**config.mk**
```make
export PLATFORM = sky130hd
export DESIGN_NAME = excp_irq_ctrl_n_flat
export DESIGN_NICKNAME = d
export VERILOG_FILES = /design/src/rtl/excp_irq_ctrl_n_if.sv /design/src/rtl/excp_irq_ctrl_n.sv /design/src/flat_wrapper.sv
export SDC_FILE = /design/constraint.sdc
export NUM_CORES = 1
export LEC_CHECK = 0
export CAP_MARGIN = 20
export CELL_PAD_IN_SITES_DETAIL_PLACEMENT = 0
export CELL_PAD_IN_SITES_GLOBAL_PLACEMENT = 1
export CORE_AREA = 3 3 139 141
export DETAILED_ROUTE_END_ITERATION = 8
export DIE_AREA = 0 0 142 144
export PLACE_DENSITY_LB_ADDON = 0.2
export SYNTH_ARGS = -nofsm -noshare
export SYNTH_HDL_FRONTEND = slang
export SYNTH_SLANG_ARGS = --single-unit
```
**constraint.sdc**
```tcl
create_clock -name clk -period 1.45 [get_ports clk]
set_input_delay 0.2175 -clock clk [delete_from_list [all_inputs] [get_ports clk]]
set_output_delay 0.2175 -clock clk [all_outputs]
set_load 0.01 [all_outputs]
```
**src/rtl/excp_irq_ctrl_n_if.sv**
```systemverilog
// Trap-side bundle of excp_irq_ctrl_n: exception request in, flush handshake out.
// master = the controller, slave = exception producer / PC unit.
interface excp_irq_ctrl_n_if #(
    parameter int NUM_IRQ = 8,
    parameter int XLEN    = 32
);
    logic               excp_req_i;
    logic [XLEN-1:0]    excp_cause_i;
    logic [XLEN-1:0]    epc_i;
    logic               excp_ready_o;
    logic               flush_req_o;
    logic [XLEN-1:0]    flush_addr_o;
    logic [NUM_IRQ-1:0] irq_claim_o;
    logic               flush_ack_i;

    modport master (
        input  excp_req_i, excp_cause_i, epc_i, flush_ack_i,
        output excp_ready_o, flush_req_o, flush_addr_o, irq_claim_o
    );

    modport slave (
        output excp_req_i, excp_cause_i, epc_i, flush_ack_i,
        input  excp_ready_o, flush_req_o, flush_addr_o, irq_claim_o
    );
endinterface

```
**src/rtl/excp_irq_ctrl_n.sv**
```systemverilog
// Exception/interrupt trap controller with WFI handling.
// Define EXCP_IRQ_VECTORED_EN to honour mtvec vectored mode for interrupts.
module excp_irq_ctrl_n #(
    parameter int NUM_IRQ        = 8,
    parameter int IRQ_CAUSE_BASE = 16,
    parameter int XLEN           = 32
) (
    input  logic               clk,
    input  logic               rst,
    input  logic [NUM_IRQ-1:0] irq_i,
    input  logic [NUM_IRQ-1:0] irq_en_i,
    input  logic               status_mie_r,
    input  logic               dbg_mode,
    input  logic [XLEN-1:0]    csr_mtvec_r,
    input  logic               wfi_i,
    input  logic               wfi_halt_ack,
    excp_irq_ctrl_n_if.master  trap_if,
    output logic [XLEN-1:0]    cmt_cause_o,
    output logic               cmt_cause_ena,
    output logic [XLEN-1:0]    cmt_epc_o,
    output logic               cmt_epc_ena,
    output logic               cmt_status_ena,
    output logic               core_wfi
);
    localparam int IW = (NUM_IRQ > 1) ? $clog2(NUM_IRQ) : 1;

    typedef enum logic [1:0] {
        IDLE,
        TRAP,
        WFI_REQ,
        WFI_HALT
    } state_e;

    state_e             state_q, state_d;
    logic [NUM_IRQ-1:0] pend_q, pend_d;
    logic [NUM_IRQ-1:0] claim_q, claim_d;
    logic [XLEN-1:0]    cause_q, cause_d;
    logic [XLEN-1:0]    epc_q, epc_d;
    logic [XLEN-1:0]    addr_q, addr_d;
    logic               ready_q, ready_d;
    logic               flush_q, flush_d;
    logic               wfi_q, wfi_d;

    logic [NUM_IRQ-1:0] woke;
    logic [NUM_IRQ-1:0] elig;
    logic [IW-1:0]      idx;
    logic [XLEN-1:0]    code;
    logic [XLEN-1:0]    base;
    logic [XLEN-1:0]    irq_addr;
    logic               done;

    // woke ignores mie: it only ends WFI, it never takes a trap
    assign woke = pend_q & irq_en_i;
    assign elig = woke & {NUM_IRQ{status_mie_r & ~dbg_mode}};
    assign base = {csr_mtvec_r[XLEN-1:2], 2'b00};
    assign code = XLEN'(IRQ_CAUSE_BASE) + XLEN'(idx);
    assign done = flush_q & trap_if.flush_ack_i;

`ifdef EXCP_IRQ_VECTORED_EN
    assign irq_addr = (csr_mtvec_r[1:0] == 2'b01) ? base + (code << 2) : base;
`else
    logic unused_mode;
    assign unused_mode = ^csr_mtvec_r[1:0];
    assign irq_addr    = base;
`endif

    always_comb begin
        idx = '0;
        for (int i = NUM_IRQ - 1; i >= 0; i--) begin
            if (elig[i]) idx = IW'(i);
        end
    end

    always_comb begin
        state_d = state_q;
        pend_d  = irq_i | (pend_q & ~(done ? claim_q : '0));
        claim_d = claim_q;
        cause_d = cause_q;
        epc_d   = epc_q;
        addr_d  = addr_q;
        unique case (state_q)
            IDLE: begin
                if (|elig) begin
                    state_d = TRAP;
                    claim_d = NUM_IRQ'(1) << idx;
                    cause_d = {1'b1, code[XLEN-2:0]};
                    epc_d   = trap_if.epc_i;
                    addr_d  = irq_addr;
                end else if (trap_if.excp_req_i) begin
                    state_d = TRAP;
                    claim_d = '0;
                    cause_d = {1'b0, trap_if.excp_cause_i[XLEN-2:0]};
                    epc_d   = trap_if.epc_i;
                    addr_d  = base;
                end else if (wfi_i) begin
                    state_d = WFI_REQ;
                end
            end
            TRAP: begin
                if (done) begin
                    state_d = IDLE;
                    claim_d = '0;
                    addr_d  = '0;
                end
            end
            WFI_REQ: begin
                if (|woke) state_d = IDLE;
                else if (wfi_halt_ack) state_d = WFI_HALT;
            end
            WFI_HALT: begin
                if (|woke) state_d = IDLE;
            end
            default: state_d = IDLE;
        endcase
        flush_d = (state_d == TRAP);
        wfi_d   = (state_d == WFI_REQ) || (state_d == WFI_HALT);
        ready_d = (state_d == IDLE);
    end

    always_ff @(posedge clk) begin
        if (rst) begin
            state_q <= IDLE;
            pend_q  <= '0;
            claim_q <= '0;
            cause_q <= '0;
            epc_q   <= '0;
            addr_q  <= '0;
            ready_q <= 1'b0;
            flush_q <= 1'b0;
            wfi_q   <= 1'b0;
        end else begin
            state_q <= state_d;
            pend_q  <= pend_d;
            claim_q <= claim_d;
            cause_q <= cause_d;
            epc_q   <= epc_d;
            addr_q  <= addr_d;
            ready_q <= ready_d;
            flush_q <= flush_d;
            wfi_q   <= wfi_d;
        end
    end

    assign trap_if.excp_ready_o = ready_q;
    assign trap_if.flush_req_o  = flush_q;
    assign trap_if.flush_addr_o = addr_q;
    assign trap_if.irq_claim_o  = claim_q;

    assign cmt_cause_o    = cause_q;
    assign cmt_epc_o      = epc_q;
    assign cmt_cause_ena  = done & ~rst;
    assign cmt_epc_ena    = done & ~rst;
    assign cmt_status_ena = done & ~rst;
    assign core_wfi       = wfi_q;
endmodule

```
**src/flat_wrapper.sv**
```systemverilog
// flat-port wrapper written by rule: the top's interface ports become plain ports
module excp_irq_ctrl_n_flat 
#(
    parameter int NUM_IRQ        = 8,
    parameter int IRQ_CAUSE_BASE = 16,
    parameter int XLEN           = 32
)
  (clk, rst, irq_i, irq_en_i, status_mie_r, dbg_mode, csr_mtvec_r, wfi_i, wfi_halt_ack, cmt_cause_o, cmt_cause_ena, cmt_epc_o, cmt_epc_ena, cmt_status_ena, core_wfi, trap_if_excp_req_i, trap_if_excp_cause_i, trap_if_epc_i, trap_if_flush_ack_i, trap_if_excp_ready_o, trap_if_flush_req_o, trap_if_flush_addr_o, trap_if_irq_claim_o);
  excp_irq_ctrl_n_if #(.NUM_IRQ(NUM_IRQ), .XLEN(XLEN)) trap_if_i ();
  input  logic clk;
  input  logic rst;
  input  logic [NUM_IRQ-1:0] irq_i;
  input  logic [NUM_IRQ-1:0] irq_en_i;
  input  logic status_mie_r;
  input  logic dbg_mode;
  input  logic [XLEN-1:0] csr_mtvec_r;
  input  logic wfi_i;
  input  logic wfi_halt_ack;
  output logic [XLEN-1:0] cmt_cause_o;
  output logic cmt_cause_ena;
  output logic [XLEN-1:0] cmt_epc_o;
  output logic cmt_epc_ena;
  output logic cmt_status_ena;
  output logic core_wfi;
  input wire logic [$bits(trap_if_i.excp_req_i)-1:0] trap_if_excp_req_i;
  input wire logic [$bits(trap_if_i.excp_cause_i)-1:0] trap_if_excp_cause_i;
  input wire logic [$bits(trap_if_i.epc_i)-1:0] trap_if_epc_i;
  input wire logic [$bits(trap_if_i.flush_ack_i)-1:0] trap_if_flush_ack_i;
  output wire logic [$bits(trap_if_i.excp_ready_o)-1:0] trap_if_excp_ready_o;
  output wire logic [$bits(trap_if_i.flush_req_o)-1:0] trap_if_flush_req_o;
  output wire logic [$bits(trap_if_i.flush_addr_o)-1:0] trap_if_flush_addr_o;
  output wire logic [$bits(trap_if_i.irq_claim_o)-1:0] trap_if_irq_claim_o;
  assign trap_if_i.excp_req_i = trap_if_excp_req_i;
  assign trap_if_i.excp_cause_i = trap_if_excp_cause_i;
  assign trap_if_i.epc_i = trap_if_epc_i;
  assign trap_if_i.flush_ack_i = trap_if_flush_ack_i;
  assign trap_if_excp_ready_o = trap_if_i.excp_ready_o;
  assign trap_if_flush_req_o = trap_if_i.flush_req_o;
  assign trap_if_flush_addr_o = trap_if_i.flush_addr_o;
  assign trap_if_irq_claim_o = trap_if_i.irq_claim_o;
  excp_irq_ctrl_n #(.NUM_IRQ(NUM_IRQ), .IRQ_CAUSE_BASE(IRQ_CAUSE_BASE), .XLEN(XLEN)) u_core (.clk(clk), .rst(rst), .irq_i(irq_i), .irq_en_i(irq_en_i), .status_mie_r(status_mie_r), .dbg_mode(dbg_mode), .csr_mtvec_r(csr_mtvec_r), .wfi_i(wfi_i), .wfi_halt_ack(wfi_halt_ack), .trap_if(trap_if_i), .cmt_cause_o(cmt_cause_o), .cmt_cause_ena(cmt_cause_ena), .cmt_epc_o(cmt_epc_o), .cmt_epc_ena(cmt_epc_ena), .cmt_status_ena(cmt_status_ena), .core_wfi(core_wfi));
endmodule
```
After elaboration in Yosys (flattened, before gate mapping)
Index checks and enable logic that the tools add are counted.

Multiplexer cells: 29. Bitwise logic cells: 10. Shift-type cells: 1. $add $sub $neg: 1. Reductions and logical operators: 9. Eq/ne operators: 8.

Operator list (count): $mux 32 (7); $pmux 32 s2 (1); $mux 8 (4); $and 8x8->8 (3); $mux 3 (8); $pmux 8 s2 (1); $reduce_or 8->1 (2); $mux 2 (7); $eq 2x2->1 const B (4); $not 8->8 (1); $or 8x8->8 (1); $pmux 2 s4 (1); $shl 1x3->8 const A (1); $add 5x3->6 const A (1); $eq 2x1->1 const B (2); $logic_not 2->1 (2); $reduce_bool 2->1 (2); $and 1x1->1 (3); $ne 3x2->1 const B (1); $reduce_and 3->1 (1); $ne 2x1->1 const B (1); $not 1->1 (2); $reduce_and 2->1 (1); $logic_or 1x1->1 (1).

Bits in registers: 117. Word-level logic and storage cells: 67. Output and inout bits: 110. Input port bits: 120.

Depth between registers and ports, before layout
Depth in word-level cells: 14. Mapped depth: 8.

Worst setup path after synthesis
Ideal clock, no wire load.

Path type: register to register. Start: reg u_core.pend_q[6]. End: reg u_core.cause_q[9] (netlist: u_core.cmt_cause_o[9]). Path buffers: 2. Required time: 1334 ps. Cell stages (with the launch flop): 7. Path slack: -184 ps. Clock period less this slack: 1634 ps. Arrival: 1518 ps. Path through: dfxtp_1 > a22oi_4 > a31oi_4 > o31a_2 > buf_6 > buf_6 > a31o_1.

Word-level cells in the longest chain between the ends: 5.

RTL lines: start, declared (RTL line excp_irq_ctrl_n.sv:35) `logic [NUM_IRQ-1:0] pend_q, pend_d;`; start signal, assigned (RTL line excp_irq_ctrl_n.sv:133) `pend_q <= pend_d;`; $and 8x8->8 * (RTL line excp_irq_ctrl_n.sv:53) `assign woke = pend_q & irq_en_i;`; $and 8x8->8 * (RTL line excp_irq_ctrl_n.sv:54) `assign elig = woke & {NUM_IRQ{status_mie_r & ~dbg_mode}};`; $reduce_or 8->1 * (RTL line excp_irq_ctrl_n.sv:83) `if (|elig) begin`; $reduce_bool 2->1 (no line); $reduce_and 2->1 (no line); end signal, assigned (RTL line excp_irq_ctrl_n.sv:135) `cause_q <= cause_d;`; end, declared (RTL line excp_irq_ctrl_n.sv:37) `logic [XLEN-1:0] cause_q, cause_d;`.

Every way passes the cells marked *; elsewhere a longest branch is shown, timed or not. A chain may end at the register's enable or synchronous reset.

Final worst setup path
Start: reg u_core.pend_q[1]. End: reg u_core.cause_q[3] (netlist: u_core.cmt_cause_o[3]).

Word-level cells in the longest chain between the ends: 6.

RTL lines: $and 8x8->8 * (RTL line excp_irq_ctrl_n.sv:53); $and 8x8->8 * (RTL line excp_irq_ctrl_n.sv:54); $mux 3 (2 in a row) (RTL line excp_irq_ctrl_n.sv:70) `if (elig[i]) idx = IW'(i);`; $add 5x3->6 (RTL line excp_irq_ctrl_n.sv:56) `assign code = XLEN'(IRQ_CAUSE_BASE) + XLEN'(idx);`; $mux 32 (RTL line excp_irq_ctrl_n.sv:83).

Marked as above.

==> impl_metrics.yaml <==
outcome:
  violations: "setup timing"
  status: "complete, but fails checks"
floorplan:
  core.rowCount: 49
  fp.dieW_microns: 142
  initial_core_util_pct: 24.9
  io-pin-count: 230
  die-area_sq_mm: 0.0204
  design.core.area_sq_mm: 0.0181
  fp.dieH_microns: 144
hold_path:
  whs_path_depth: 2
  hold_class: "input port to register"
  hold_start: "rst"
  worstHoldEndpoint: "u_core.core_wfi"
route:
  routedWlPerCell_microns: 16.8
  post_drt_via_cell_ratio: 4.56
  detail-route-antenna-nets: 0
  drc: 0
  num_vias: 4587
  routed_wl_microns: 16900
  first_pass_iters: 6
  drtIter0Drc: 187
logic_synthesis:
  synth_area_leaders: "dfxtp_1, nand2_1, a21oi_1"
  mappedNetlistArea_sq_mm: 0.00451
  syn_area_per_cell_sq_um: 8.88
  synth-edff-count: 0
  yosysSeqAreaShare_pct: 50.6
  async_reset_ff_share_pct: 0
  yosysTopAreaCellShare_pct: 50.6
  synth_flop_cell: "dfxtp_1"
  synth_top_area_cell: "dfxtp_1"
  postSynthCellCount: 508
  yosysWarnings: 0
  ys_ff_latch: 114
  synth_common_cells: "nand2_1, dfxtp_1, a21oi_1"
  synth_most_common_cell: "nand2_1"
  synth_cell_types: 44
layout:
  final_util_pct: 45.5
  nets: 884
  final_area_sq_mm: 0.00823
  drive_above_1_share_pct: 20.4
  area_growth_pct: 82.4
  fillers: 1758
  num_antenna_cells: 0
placement:
  dpl-instance-area_sq_mm: 0.00725
  gp_congestion: 0.795
  place_ws_ps: -719
  io_buffers: 224
  hpwl_microns: 11400
sta:
  rsz0062_at_grt: "true"
  fin_crit_ps: 1740
  slew_headroom_pct: 66.3
  holdWs_ps: 54.8
  setup_viol: 105
  finalWorstSetupSlack_ps: -290
  clock_skew_ps: 6.79
  worstMarginPinSlew_ps: 506
  period_share_pct: 120
  finalHoldViolCount: 0
  clock.fmax_mhz: 575
  report.final.slew_viol_count: 0
pwr:
  power_frac_seq_pct: 34.5
  power_density_mw_per_mm2: 1260
  clkPwrFrac_pct: 43.7
  p_leak_nw: 3.63
  ir_drop_uv: 881
  combPwrFrac_pct: 21.8
  power_mw: 10.4
  internal_power_mw: 7.65
  switching_power_mw: 2.71
  sw_frac_of_total_pct: 26.1
global_routing:
  grtUsageMet3_pct: 6.51
  grt_pass1_vias: 4565
  met1_usage_pct: 19.0
  grt_max_degree: 105
  top_usage_layer: "met2"
  gr-usage-all-layers_pct: 15.7
  antenna_found_initial: 0
  grt_overflow: 0
  grt_pass1_wl_microns: 25000
  met2_usage_pct: 25.2
clock_tree:
  root_buffer: "clkbuf_16"
  cts_sinks: 114
  numCtsBuffers: 17
  cts_tree: "yes"
  htreeDepth: 4
  cts_buffer_depth: 2
  path_clk_slew_ps: 60
  clkLatencyLatePin_ps: 410
critical_path:
  worstSetupPathType: "register to register"
  path_cells: "a22oi_2, a31oi_4, o31a_4, buf_12, nor3b_2, a31o_1"
  required_ps: 1800
  worstPathArrival_ps: 2090
  slowest_stage: "o31a_4"
  r2r_cells: 6
  r2r-end: "u_core.cmt_cause_o[3]"
  path_max_fanout: 26
  worst_setup_path_end_kind: "register"
  critPathTopFamily: "compound AO/OA/AOI/OAI gates"
  startpoint_type: "register"
  crit_path_start: "u_core.pend_q[1]"
  cpPeakStageDelay_ps: 430
  worstPathBufferInverterCount: 1
  rr_startpoint: "u_core.pend_q[1]"
  r2r_slack_ps: -290
job:
  max_cap_viol_count: 0
## registers in the layout, indices dropped and copies added, names as in the netlist
signal                       count
u_core.state_q                   1
u_core.trap_if.flush_req_o       1
u_core.cmt_epc_o                32
u_core.trap_if.excp_ready_o      1
u_core.pend_q                    8
u_core.trap_if.flush_addr_o     30
u_core.core_wfi                  1
u_core.cmt_cause_o              32
u_core.trap_if.irq_claim_o       8
## through the flow
step	setup TNS [ps]	instances
after global routing	-30120	1005
after floorplan	-12170	509
after detailed placement	-68170	961
after global placement	-63810	961
after CTS	-22320	1000
final	-23120	1005
## final cells by class
cell class | instances | area [sq um] | area share [%]
Clock inverter | 11 | 185 | 2.25
Multi-Input combinational cell | 349 | 2280 | 27.7
Sequential cell | 114 | 2290 | 27.8
Tap cell | 229 | 287 | 3.48
Inverter | 2 | 7.51 | 0.0913
Timing Repair Buffer | 280 | 2730 | 33.2
Clock buffer | 20 | 447 | 5.43
## cells in the final DEF, fill, tap and decap left out, types with 3 or more instances in the layout
cell             synthesis  routed
a21oi_1                 47      42
a21oi_2                  0       5
a31o_1                  25      25
a31oi_4                  2       3
a32o_1                   4       4
buf_12                   0       9
buf_2                   16       3
buf_4                    5      40
bufinv_16                0       5
clkbuf_16                0      20
clkdlybuf4s50_1          0     115
clkinv_2                 0       4
dfxtp_1                114     109
dfxtp_2                  0       5
dlygate4sd2_1            0     105
nand2_1                116     113
nand2_2                  0       3
nand3_1                 35      18
nand3_2                  0      16
nand3b_1                31      31
nor2_1                  18      14
nor2_4                   1       3
nor3_1                   7       6
nor3b_1                 27      10
nor3b_2                  0      17
## cell families after synthesis
group | share of synthesized area (%)
buffers and inverters | 5.35
flip-flops | 50.6
AO/OA/AOI/OAI | 16.4
other | 0.0831
AND/OR/NAND/NOR | 27.5
## repair_timing
action	in CTS	in global routing
hold buffers	0	0
gates resized for setup	143	39
pin swaps	6	38
setup buffers	6	2
endpoints found under the setup margin	214	106
cloned	3	4
## worst max-delay path by stage
| stage | endpoint | slack [ps] | cells past startpoint |
|---|---|---|---|
| final | u_core.cmt_cause_o[3] | -290 | 6 |
| after global routing | u_core.cmt_cause_o[12] | -360 | 6 |
| after CTS | u_core.cmt_cause_o[17] | -260 | 6 |
| after detailed placement | u_core.cmt_cause_o[3] | -720 | 7 |
| after global placement | u_core.cmt_cause_o[15] | -680 | 7 |
| after floorplan | u_core.cmt_epc_o[1] | -140 | 7 |
## layer usage
| metal | vias to the layer above | part of all wire (%) |
|---|---|---|
| li1 | 2280 | - |
| met1 | 2128 | 43 |
| met2 | 160 | 46 |
| met3 | 19 | 8.2 |
| met4 | 0 | 2.3 |
| met5 | - | 0 |
## power groups by stage
stage	logic, mW	registers (mW)	clock network [mW]
finish	2.26	3.57	4.53
global route	2.44	3.61	4.77
CTS	2.13	3.56	4.65
detailed placement	2.12	3.63	0
global placement	2.10	3.62	0
floorplan	0.775	3.75	0
(Power assumes the default switching activity.)
